<file path="src/rtl/la_select_sequencer_if.sv">
// Management Wishbone slave bundle for the LA select sequencer.
//   wbs_stb_i/wbs_cyc_i : strobe / cycle
//   wbs_we_i            : write enable
//   wbs_sel_i[3:0]      : byte enables
//   wbs_dat_i[31:0]     : write data
//   wbs_adr_i[31:0]     : byte address
//   wbs_ack_o           : acknowledge (registered, one cycle)
//   wbs_dat_o[31:0]     : read data, valid with ack, zero otherwise
interface la_select_sequencer_if;
  logic        wbs_stb_i;
  logic        wbs_cyc_i;
  logic        wbs_we_i;
  logic [3:0]  wbs_sel_i;
  logic [31:0] wbs_dat_i;
  logic [31:0] wbs_adr_i;
  logic        wbs_ack_o;
  logic [31:0] wbs_dat_o;

  modport slave (
    input  wbs_stb_i, wbs_cyc_i, wbs_we_i, wbs_sel_i, wbs_dat_i, wbs_adr_i,
    output wbs_ack_o, wbs_dat_o
  );

  modport master (
    output wbs_stb_i, wbs_cyc_i, wbs_we_i, wbs_sel_i, wbs_dat_i, wbs_adr_i,
    input  wbs_ack_o, wbs_dat_o
  );
endinterface

</file>
<file path="src/rtl/la_select_sequencer.sv">
// Chooses which design slot (0..NUM_TEAMS) drives the logic-analyzer bus.
// Every slot change is bracketed by a blanking window so the LA mux never
// passes partial data; an optional auto-scan steps through the slots.
//   wb_clk_i   : clock
//   wb_rst_i   : synchronous active-high reset
//   wb         : Wishbone slave (CTRL, SEL, BLANK, DWELL, STATUS registers)
//   mux_sel    : active slot index to the LA mux
//   la_blank   : 1 = LA mux output forced to zero
//   busy       : slot switch in progress
//   irq        : level interrupt, DONE & IRQ_EN
module la_select_sequencer #(
  parameter int unsigned NUM_TEAMS = 12,
  parameter int unsigned SEL_W     = 4,
  parameter logic [31:0] BASE_ADDR = 32'h3000_0000
) (
  input  logic                 wb_clk_i,
  input  logic                 wb_rst_i,
  la_select_sequencer_if.slave wb,
  output logic [SEL_W-1:0]     mux_sel,
  output logic                 la_blank,
  output logic                 busy,
  output logic                 irq
);

  localparam int unsigned DATA_W  = 32;
  localparam int unsigned BLANK_W = 8;
  localparam int unsigned DWELL_W = 24;
  localparam int unsigned DWELL_BYTES = DWELL_W / 8;

  localparam logic [2:0] OFF_CTRL   = 3'd0;
  localparam logic [2:0] OFF_SEL    = 3'd1;
  localparam logic [2:0] OFF_BLANK  = 3'd2;
  localparam logic [2:0] OFF_DWELL  = 3'd3;
  localparam logic [2:0] OFF_STATUS = 3'd4;

  typedef enum logic [1:0] {
    ST_IDLE   = 2'd0,
    ST_BLANK  = 2'd1,
    ST_COMMIT = 2'd2
  } state_t;

  state_t              state;
  logic                auto_en;
  logic                irq_en;
  logic [BLANK_W-1:0]  blank_cfg;
  logic [DWELL_W-1:0]  dwell_cfg;
  logic                done;
  logic                err;
  logic [SEL_W-1:0]    target;
  logic [BLANK_W-1:0]  cnt;
  logic [DWELL_W-1:0]  dwell_cnt;
  logic                req_pend;
  logic                ack_q;
  logic [DATA_W-1:0]   rdata_q;

  // Address decode; a transfer is accepted only when no ack is outstanding
  logic       hit_c;
  logic       acc_c;
  logic       wr_c;
  logic [2:0] off_c;

  assign hit_c = wb.wbs_stb_i & wb.wbs_cyc_i &
                 (wb.wbs_adr_i[31:5] == BASE_ADDR[31:5]);
  assign acc_c = hit_c & ~ack_q;
  assign wr_c  = acc_c & wb.wbs_we_i;
  assign off_c = wb.wbs_adr_i[4:2];

  // SEL write qualification and STATUS write-one-to-clear strobes
  logic             sel_wr_c;
  logic             sel_ok_c;
  logic [SEL_W-1:0] sel_val_c;
  logic             stat_wr_c;
  logic             clr_done_c;
  logic             clr_err_c;

  assign sel_wr_c   = wr_c & (off_c == OFF_SEL) & wb.wbs_sel_i[0];
  assign sel_val_c  = wb.wbs_dat_i[SEL_W-1:0];
  assign sel_ok_c   = sel_wr_c & (32'(sel_val_c) <= NUM_TEAMS);
  assign stat_wr_c  = wr_c & (off_c == OFF_STATUS) & wb.wbs_sel_i[0];
  assign clr_done_c = stat_wr_c & wb.wbs_dat_i[1];
  assign clr_err_c  = stat_wr_c & wb.wbs_dat_i[2];

  // Auto-scan request: fires on the last cycle of a dwell period in IDLE
  logic             scan_on_c;
  logic             auto_req_c;
  logic [SEL_W-1:0] next_slot_c;

  assign scan_on_c   = auto_en & (dwell_cfg != '0);
  assign auto_req_c  = (state == ST_IDLE) & scan_on_c & ~sel_wr_c &
                       (dwell_cnt == dwell_cfg - DWELL_W'(1));
  assign next_slot_c = (32'(mux_sel) >= NUM_TEAMS) ? '0 : mux_sel + SEL_W'(1);

  // Request arbitration in IDLE: fresh manual write, then a write that
  // landed during COMMIT, then auto-scan
  logic             req_c;
  logic [SEL_W-1:0] req_tgt_c;

  always_comb begin
    req_c     = 1'b0;
    req_tgt_c = target;
    if (sel_ok_c) begin
      req_c     = 1'b1;
      req_tgt_c = sel_val_c;
    end else if (req_pend) begin
      req_c     = 1'b1;
      req_tgt_c = target;
    end else if (auto_req_c) begin
      req_c     = 1'b1;
      req_tgt_c = next_slot_c;
    end
  end

  // Read data mux
  logic [DATA_W-1:0] rd_c;

  always_comb begin
    rd_c = '0;
    case (off_c)
      OFF_CTRL:   rd_c = {30'd0, irq_en, auto_en};
      OFF_SEL:    rd_c = DATA_W'(mux_sel);
      OFF_BLANK:  rd_c = DATA_W'(blank_cfg);
      OFF_DWELL:  rd_c = DATA_W'(dwell_cfg);
      OFF_STATUS: begin
        rd_c[0]          = busy;
        rd_c[1]          = done;
        rd_c[2]          = err;
        rd_c[8 +: SEL_W] = target;
      end
      default:    rd_c = '0;
    endcase
  end

  // Bus handshake and configuration registers
  always_ff @(posedge wb_clk_i) begin
    if (wb_rst_i) begin
      ack_q     <= 1'b0;
      rdata_q   <= '0;
      auto_en   <= 1'b0;
      irq_en    <= 1'b0;
      blank_cfg <= '0;
      dwell_cfg <= '0;
    end else begin
      ack_q   <= acc_c;
      rdata_q <= acc_c ? rd_c : '0;
      if (wr_c) begin
        case (off_c)
          OFF_CTRL: begin
            if (wb.wbs_sel_i[0]) begin
              auto_en <= wb.wbs_dat_i[0];
              irq_en  <= wb.wbs_dat_i[1];
            end
          end
          OFF_BLANK: begin
            if (wb.wbs_sel_i[0]) blank_cfg <= wb.wbs_dat_i[BLANK_W-1:0];
          end
          OFF_DWELL: begin
            for (int b = 0; b < DWELL_BYTES; b++) begin
              if (wb.wbs_sel_i[b]) dwell_cfg[8*b +: 8] <= wb.wbs_dat_i[8*b +: 8];
            end
          end
          default: ;
        endcase
      end
    end
  end

  // Switch sequencer, dwell timer and sticky status
  always_ff @(posedge wb_clk_i) begin
    if (wb_rst_i) begin
      state     <= ST_IDLE;
      mux_sel   <= '0;
      la_blank  <= 1'b0;
      busy      <= 1'b0;
      target    <= '0;
      cnt       <= '0;
      dwell_cnt <= '0;
      req_pend  <= 1'b0;
      done      <= 1'b0;
      err       <= 1'b0;
    end else begin
      // Clears come first so a same-cycle set below wins
      if (clr_done_c) done <= 1'b0;
      if (clr_err_c)  err  <= 1'b0;
      if (sel_wr_c && !sel_ok_c) err <= 1'b1;

      case (state)
        ST_IDLE: begin
          la_blank <= 1'b0;
          busy     <= 1'b0;
          req_pend <= 1'b0;
          if (sel_wr_c || !scan_on_c || auto_req_c) dwell_cnt <= '0;
          else dwell_cnt <= dwell_cnt + DWELL_W'(1);
          if (req_c) begin
            target <= req_tgt_c;
            if (req_tgt_c != mux_sel) begin
              state     <= ST_BLANK;
              cnt       <= blank_cfg;
              la_blank  <= 1'b1;
              busy      <= 1'b1;
              dwell_cnt <= '0;
            end
          end
        end

        ST_BLANK: begin
          dwell_cnt <= '0;
          if (sel_ok_c) target <= sel_val_c;
          if (cnt == '0) begin
            // New slot becomes visible during the final blanked cycle
            state   <= ST_COMMIT;
            mux_sel <= sel_ok_c ? sel_val_c : target;
            done    <= 1'b1;
          end else begin
            cnt <= cnt - BLANK_W'(1);
          end
        end

        ST_COMMIT: begin
          dwell_cnt <= '0;
          state     <= ST_IDLE;
          la_blank  <= 1'b0;
          busy      <= 1'b0;
          // A write arriving now is replayed as a request once back in IDLE
          if (sel_ok_c) begin
            target   <= sel_val_c;
            req_pend <= 1'b1;
          end
        end

        default: begin
          state    <= ST_IDLE;
          la_blank <= 1'b0;
          busy     <= 1'b0;
        end
      endcase
    end
  end

  assign irq          = done & irq_en;
  assign wb.wbs_ack_o = ack_q;
  assign wb.wbs_dat_o = rdata_q;

  // Address bits below word granularity and unused data/byte lanes
  logic unused_c;
  assign unused_c = ^{wb.wbs_adr_i[1:0], wb.wbs_sel_i[3], wb.wbs_dat_i[31:24]};

endmodule

</file>
<file path="src/flat_wrapper.sv">
// flat-port wrapper written by rule: the top's interface ports become plain ports
module la_select_sequencer_flat 
#(
  parameter int unsigned NUM_TEAMS = 12,
  parameter int unsigned SEL_W     = 4,
  parameter logic [31:0] BASE_ADDR = 32'h3000_0000
)
  (wb_clk_i, wb_rst_i, mux_sel, la_blank, busy, irq, wb_wbs_stb_i, wb_wbs_cyc_i, wb_wbs_we_i, wb_wbs_sel_i, wb_wbs_dat_i, wb_wbs_adr_i, wb_wbs_ack_o, wb_wbs_dat_o);
  la_select_sequencer_if wb_i ();
  input  logic wb_clk_i;
  input  logic wb_rst_i;
  output logic [SEL_W-1:0] mux_sel;
  output logic la_blank;
  output logic busy;
  output logic irq;
  input wire logic [$bits(wb_i.wbs_stb_i)-1:0] wb_wbs_stb_i;
  input wire logic [$bits(wb_i.wbs_cyc_i)-1:0] wb_wbs_cyc_i;
  input wire logic [$bits(wb_i.wbs_we_i)-1:0] wb_wbs_we_i;
  input wire logic [$bits(wb_i.wbs_sel_i)-1:0] wb_wbs_sel_i;
  input wire logic [$bits(wb_i.wbs_dat_i)-1:0] wb_wbs_dat_i;
  input wire logic [$bits(wb_i.wbs_adr_i)-1:0] wb_wbs_adr_i;
  output wire logic [$bits(wb_i.wbs_ack_o)-1:0] wb_wbs_ack_o;
  output wire logic [$bits(wb_i.wbs_dat_o)-1:0] wb_wbs_dat_o;
  assign wb_i.wbs_stb_i = wb_wbs_stb_i;
  assign wb_i.wbs_cyc_i = wb_wbs_cyc_i;
  assign wb_i.wbs_we_i = wb_wbs_we_i;
  assign wb_i.wbs_sel_i = wb_wbs_sel_i;
  assign wb_i.wbs_dat_i = wb_wbs_dat_i;
  assign wb_i.wbs_adr_i = wb_wbs_adr_i;
  assign wb_wbs_ack_o = wb_i.wbs_ack_o;
  assign wb_wbs_dat_o = wb_i.wbs_dat_o;
  la_select_sequencer #(.NUM_TEAMS(NUM_TEAMS), .SEL_W(SEL_W), .BASE_ADDR(BASE_ADDR)) u_core (.wb_clk_i(wb_clk_i), .wb_rst_i(wb_rst_i), .wb(wb_i), .mux_sel(mux_sel), .la_blank(la_blank), .busy(busy), .irq(irq));
endmodule
</file>
<file path="config.mk">
export PLATFORM = sky130hd
export DESIGN_NAME = la_select_sequencer_flat
export DESIGN_NICKNAME = d
export VERILOG_FILES = /design/src/rtl/la_select_sequencer_if.sv /design/src/rtl/la_select_sequencer.sv /design/src/flat_wrapper.sv
export SDC_FILE = /design/constraint.sdc
export NUM_CORES = 1
export LEC_CHECK = 0
export BUFFER_PORTS_ARGS = -buffer_cell sky130_fd_sc_hd__buf_2
export CAP_MARGIN = 20
export CORE_AREA = 8 8 120 122
export DETAILED_ROUTE_END_ITERATION = 8
export DIE_AREA = 0 0 128 130
export PLACE_DENSITY = 0.73
export SYNTH_ARGS = -nofsm -noshare
export SYNTH_HDL_FRONTEND = slang
export SYNTH_SLANG_ARGS = --single-unit
</file>
<file path="constraint.sdc">
create_clock -name wb_clk_i -period 8.5 [get_ports wb_clk_i]
set_clock_uncertainty 0.1 [all_clocks]
set_input_delay 0.85 -clock wb_clk_i [delete_from_list [all_inputs] [get_ports wb_clk_i]]
set_output_delay 0.85 -clock wb_clk_i [all_outputs]
set_load 0.01 [all_outputs]
</file>
-- Yosys cells after proc, flatten, opt, wreduce, memory -nomap -nowiden
Cells that the tools add are included.
- register bits: 113
- bits in latches: 0
- memory bits (writable): 0
- bits in read-only memories: 0
- output and inout port bits: 40
- word-level logic and storage cells: 119
- memories kept: 0
- add/subtract/negate cells: 4
- multipliers: 0
- div/mod/pow operators: 0
- $lt $le $gt $ge: 2
- equal/unequal tests: 14
- shift-type cells: 0
- mux-type cells: 35
- bitwise logic cells: 20
- reduce and logical (&&, ||, !) cells: 26
- operators with widths (operator ; number):
    $mux 24 ; 3
    $pmux 24 s2 ; 1
    $eq 27x25->1 const B ; 1
    $add 24x1->24 const B ; 1
    $eq 24x24->1 ; 1
    $mux 4 ; 6
    $mux 8 ; 3
    $reduce_bool 24->1 ; 1
    $sub 24x1->24 const B ; 1
    $reduce_and 3->1 ; 6
    $and 1x1->1 ; 16
    $pmux 4 s2 ; 2
    $pmux 8 s2 ; 1
    $pmux 3 s5 ; 1
    $pmux 5 s3 ; 1
    $mux 1 ; 11
    $logic_not 8->1 ; 1
    $reduce_bool 2->1 ; 4
    $sub 8x1->8 const B ; 1
    $eq 3x2->1 const B ; 2
    $mux 2 ; 3
    $ne 2x1->1 const B ; 3
    $reduce_and 2->1 ; 3
    $add 4x1->4 const B ; 1
    other kinds (19) ; 27

-- Logic depth before layout (Yosys ltp)
- depth in word-level cells: 16
- depth in mapped cells: 19
- depth with buffers taken out: 14

-- Worst setup path after synthesis
OpenSTA, ideal clock, no wires.
- path kind: flip-flop to flip-flop
- start: reg u_core.dwell_cfg[0]
- end: reg u_core.cnt[0]
- setup time: 0.132 ns
- arrival time: 4.002 ns
- data required time: 8.268 ns
- slack: 4.266 ns
- stages on the path, launching flop included: 19
- path buffers: 5
- path through: dfxtp_1 > clkbuf_1 > inv_1 > ha_1 > buf_2 > or3b_1 > a2111oi_0 > o2111ai_1 > a2111oi_2 > nand4b_4 > buf_6 > and2_4 > o32a_1 > and4b_1 > buf_6 > or2_1 > buf_6 > a211oi_2 > a211oi_2
- longest elaborated chain between the ends: 11
- elaborated cells between the ends (all ways): 17
- ends and longest elaborated chain (what ; line ; source):
    from (decl) ; la_select_sequencer.sv:46 ; logic [DWELL_W-1:0] dwell_cfg;
    from (signal, indexed assignment) ; la_select_sequencer.sv:158 ; if (wb.wbs_sel_i[b]) dwell_cfg[8*b +: 8] <= wb.wbs_dat_i[8*b +: 8];
    parallel branches: the longest is 4 deep, another holds $sub 24x1->24 ; -- ;
    $and 1x1->1 * ; la_select_sequencer.sv:89 ; assign auto_req_c = (state == ST_IDLE) & scan_on_c & ~sel_wr_c &
    $mux 4 ; la_select_sequencer.sv:107 ; end else if (auto_req_c) begin
    $mux 4 ; la_select_sequencer.sv:104 ; end else if (req_pend) begin
    $mux 4 ; la_select_sequencer.sv:101 ; if (sel_ok_c) begin
    $ne 4x4->1 ; la_select_sequencer.sv:195 ; if (req_tgt_c != mux_sel) begin
    $ne 2x2->1 (no source line) ; -- ;
    $reduce_and 4->1 (no source line) * ; -- ;
    to (signal assigned) ; la_select_sequencer.sv:197 ; cnt <= blank_cfg;
    to (signal assigned) ; la_select_sequencer.sv:214 ; cnt <= cnt - BLANK_W'(1);
    to (decl) ; la_select_sequencer.sv:50 ; logic [BLANK_W-1:0] cnt;
Mark *: on every way between the ends.
A chain may end at the register's enable or synchronous reset.

-- Worst setup path after layout
- start: reg u_core.dwell_cfg[0]
- end: reg u_core.dwell_cnt[10]
- longest elaborated chain between the ends: 12
- elaborated cells between the ends (all ways): 21
- ends and longest elaborated chain (what ; line ; source):
    parallel branches: the longest is 10 deep, another holds $sub 24x1->24 ; -- ;
    $mux 24 * ; la_select_sequencer.sv:193 ; if (req_c) begin
    $pmux 24 s2 * ; la_select_sequencer.sv:186 ; case (state)
    to (signal assigned) ; la_select_sequencer.sv:192 ; else dwell_cnt <= dwell_cnt + DWELL_W'(1);
    to (decl) ; la_select_sequencer.sv:51 ; logic [DWELL_W-1:0] dwell_cnt;
Marks and branches as above.

==> results.sh <==
export IMPL_final_period_utilization_pct=59.8
export IMPL_cp_arrival_ns=5.26
export IMPL_grt_pass1_wl_um=25200
export IMPL_detail_placement_hpwl_um=12100
export IMPL_post_synth_top_area_fraction_pct=34.0
export IMPL_final_layout_size_suffix_gt1_share_pct=16.5
export IMPL_place_congestion=0.948
export IMPL_area_delta_synth_final_pct=12.1
export IMPL_clk_latency_ns=0.35
export IMPL_globalRouteTotalUtil_pct=18.8
export IMPL_mapped_cell_area_sq_um=6180
export IMPL_synth_top_cells_by_area="dfxtp_1, nand2_1, a21oi_1"
export IMPL_worst_setup_path_type="reg -> reg"
export IMPL_finalHoldViolations=0
export IMPL_ctsHtreeMaxLevel=3
export IMPL_crit_end="u_core.dwell_cnt[10]$_SDFFE_PP0P_"
export IMPL_detail_route_vias_per_cell=5.61
export IMPL_min_delay_path_class="reg -> reg"
export IMPL_pre_cts_ws_ns=3.39
export IMPL_setup_slack_ns=3.42
export IMPL_diodes=0
export IMPL_clk_transition_reported_paths_ns=0.07
export IMPL_period_needed_ns=5.08
export IMPL_max_freq_ghz=0.197
export IMPL_slew_headroom_pct=44.0
export IMPL_initial_antenna_violation_count=0
export IMPL_first_global_vias=5006
export IMPL_synth_seq_area_share_pct=34.0
export IMPL_critical_path_endpoint_type="register"
export IMPL_clkSinkCount=105
export IMPL_yosysMostFrequentCell="dfxtp_1"
export IMPL_maxCapViolations=0
export IMPL_critPathMaxFanout=41
export IMPL_static_leakage_power_nw=2.85
export IMPL_final_setup_viol_count=0
export IMPL_routed_via_count=5614
export IMPL_horiz_die_dim_um=128
export IMPL_initial_core_utilization_pct=49.8
export IMPL_synth_edf_count=0
export IMPL_clockRootBuffer="clkbuf_16"
export IMPL_critical_path_startpoint_type="register"
export IMPL_yosys_area_top_type="dfxtp_1"
export IMPL_cts_tree="done"
export IMPL_synth_cells_most_frequent="dfxtp_1, nand2_1, a21oi_1, nor2_1, clkbuf_1"
export IMPL_placement_rows=41
export IMPL_cts_setup_buffers=0
export IMPL_floorplan_core_area_sq_um=12400
export IMPL_dieArea_sq_um=16600
export IMPL_detail_route_drc_violations=0
export IMPL_cts_resized_gates=0
export IMPL_syn_inst=766
export IMPL_critical_path_cell_chain="inv_1 -> ha_1 -> or3b_1 -> a2111oi_0 -> o2111ai_1 -> a2111oi_2 -> nand4b_4 -> mux2i_1 -> a211oi_1 -> nand3b_1 -> a211oi_4 -> buf_4 -> or2b_1 -> a31oi_1"
export IMPL_final_cell_count_without_fillers=1001
export IMPL_worst_stage_delay_on_the_critical_path_ns=0.60
export IMPL_critical_path_depth=14
export IMPL_worst_r2r_cell_count=14
export IMPL_post_synth_arst_share_pct=0
export IMPL_syn_area_per_cell_sq_um=8.07
export IMPL_drt_wirelength_per_cell_um=16.1
export IMPL_max_clock_path_buffers=2
export IMPL_pin_count_of_the_biggest_net_entering_global_routing=64
export IMPL_ant_nets=0
export IMPL_grt_setup_unrepaired="no"
export IMPL_boundaryPins=113
export IMPL_totalNegativeSetupSlack_ns=0
export IMPL_yosys_register_bits=105
export IMPL_total_power_uw=957
export IMPL_grt_ovfl_total=0
export IMPL_ys_dominant_reg_cell="dfxtp_1"
export IMPL_buffer_ports_inserted=93
export IMPL_drt_initial_drc_count=405
export IMPL_powerDensity_nw_per_um2=138
export IMPL_reg2reg_setup_slack_ns=3.42
export IMPL_cp_startpoint="u_core.dwell_cfg[0]$_SDFFE_PP0P_"
export IMPL_nNetsFinal=908
export IMPL_timing_critical_path_max_delay_family="compound AO/OA/AOI/OAI gates"
export IMPL_floorplan_die_height_um=130
export IMPL_ys_warnings_count=0
export IMPL_worst_r2r_startpoint="u_core.dwell_cfg[0]$_SDFFE_PP0P_"
export IMPL_cp_buffers_inverters=2
export IMPL_status="finished clean"
export IMPL_data_required_time_at_the_worst_endpoint_ns=8.67
export IMPL_cts_hold_bufs=0
export IMPL_fill_cells=1206
export IMPL_worst_ir_drop_vdd_mv=0.133
export IMPL_cp_slowest_cell="a2111oi_0"
export IMPL_cts_buffers=9
export IMPL_firstDrtPassIters=5
export IMPL_timing_worst_slew_pin_value_ns=0.837
export IMPL_synth_cell_types=79
export IMPL_final_max_slew_viol_count=0
export IMPL_regToRegEndpoint="u_core.dwell_cnt[10]$_SDFFE_PP0P_"
export IMPL_final_core_util_pct=55.8
export IMPL_detail_route_wirelength_um=16100
export IMPL_dpl_cell_count=985
report_power, final:
group          leakage [nW]  switching [mW]  internal (mW)
Combinational          1.86          0.0196         0.0140
Clock                 0.149           0.198          0.234
Sequential            0.845        0.000487          0.492
logic make-up after synthesis:
group | after synthesis | synth area share, %
flops | 105 | 34.0
fa+ha+maj | 11 | 2.23
buf+inv | 78 | 6.15
simple gates | 339 | 29.7
mux | 32 | 5.44
other cells | 1 | 0.0606
compound gates | 164 | 17.4
xor+xnor | 36 | 5.10
routing by layer:
metal	vias to the layer above	part of all wire, %	global-route usage, %
li1	2838	-	-
met1	2618	45	23.3
met2	144	49	31.8
met3	14	5.3	4.69
met4	0	1.2	4.76
met5	-	0	0
worst min path at each step:
| stage | start | endpoint | slack (ns) | cells after the start |
|---|---|---|---|---|
| after floorplan | u_core.irq_en$_SDFFE_PP0P_ | u_core.irq_en$_SDFFE_PP0P_ | 0.34 | 2 |
| after global placement | u_core.done$_SDFF_PP0_ | u_core.done$_SDFF_PP0_ | 0.36 | 2 |
| after detailed placement | u_core.done$_SDFF_PP0_ | u_core.done$_SDFF_PP0_ | 0.37 | 2 |
| after CTS | u_core.done$_SDFF_PP0_ | u_core.done$_SDFF_PP0_ | 0.38 | 2 |
| after global routing | u_core.done$_SDFF_PP0_ | u_core.done$_SDFF_PP0_ | 0.40 | 2 |
| final | u_core.done$_SDFF_PP0_ | u_core.done$_SDFF_PP0_ | 0.38 | 2 |
metrics by stage:
step | hold slack [ns] | instance area [sq um]
floorplan | 0.337 | 6210
global placement | 0.362 | 6620
detailed placement | 0.368 | 6620
CTS | 0.379 | 6930
global route | 0.396 | 6930
finish | 0.380 | 6930
flip-flops by register name, indices dropped and copies added, names as in the netlist, 2 cells and up:
signal / count
u_core.blank_cfg: 8
u_core.cnt: 8
u_core.dwell_cfg: 24
u_core.dwell_cnt: 24
u_core.mux_sel: 4
u_core.state: 2
u_core.target: 4
u_core.wb.wbs_dat_o: 24
cell usage in the layout (no fill, tap or decap), drive strengths merged, types with 6 or more instances in the layout:
cell      n
nor4b     8
and3     22
or3       9
nand2b   19
conb      8
nand4     8
xor2     12
nor2     54
o21ai    15
dfxtp   105
xnor2    24
buf      96
clkbuf    9
a21oi    65
o211ai    6
or4       8
and2     18
ha       11
nor3     13
mux2i    28
nor4     11
a211oi    9
nor2b     7
inv      26
nand3    27
a31oi    24
nand2   103
a22oi     8
final cells by class:
class	count	area [sq um]	share of cell area, %
inverters	22	82.6	1.19
flip-flops and latches	105	2100	30.3
well taps	172	215	3.10
clock buffers	9	225	3.25
multi-input cells	590	3740	53.9
clock inverters	7	83.8	1.21
repair buffers	96	488	7.04
worst reg2reg max path, stage by stage (launching register included):
cell       delay [ns]
dfxtp_1          0.44
inv_1            0.14
ha_1             0.42
or3b_1           0.41
a2111oi_0        0.60
o2111ai_1        0.26
a2111oi_2        0.50
nand4b_4         0.27
mux2i_1          0.18
a211oi_1         0.26
nand3b_1         0.28
a211oi_4         0.31
buf_4            0.39
or2b_1           0.28
a31oi_1          0.17
(Power assumes the default switching activity.)
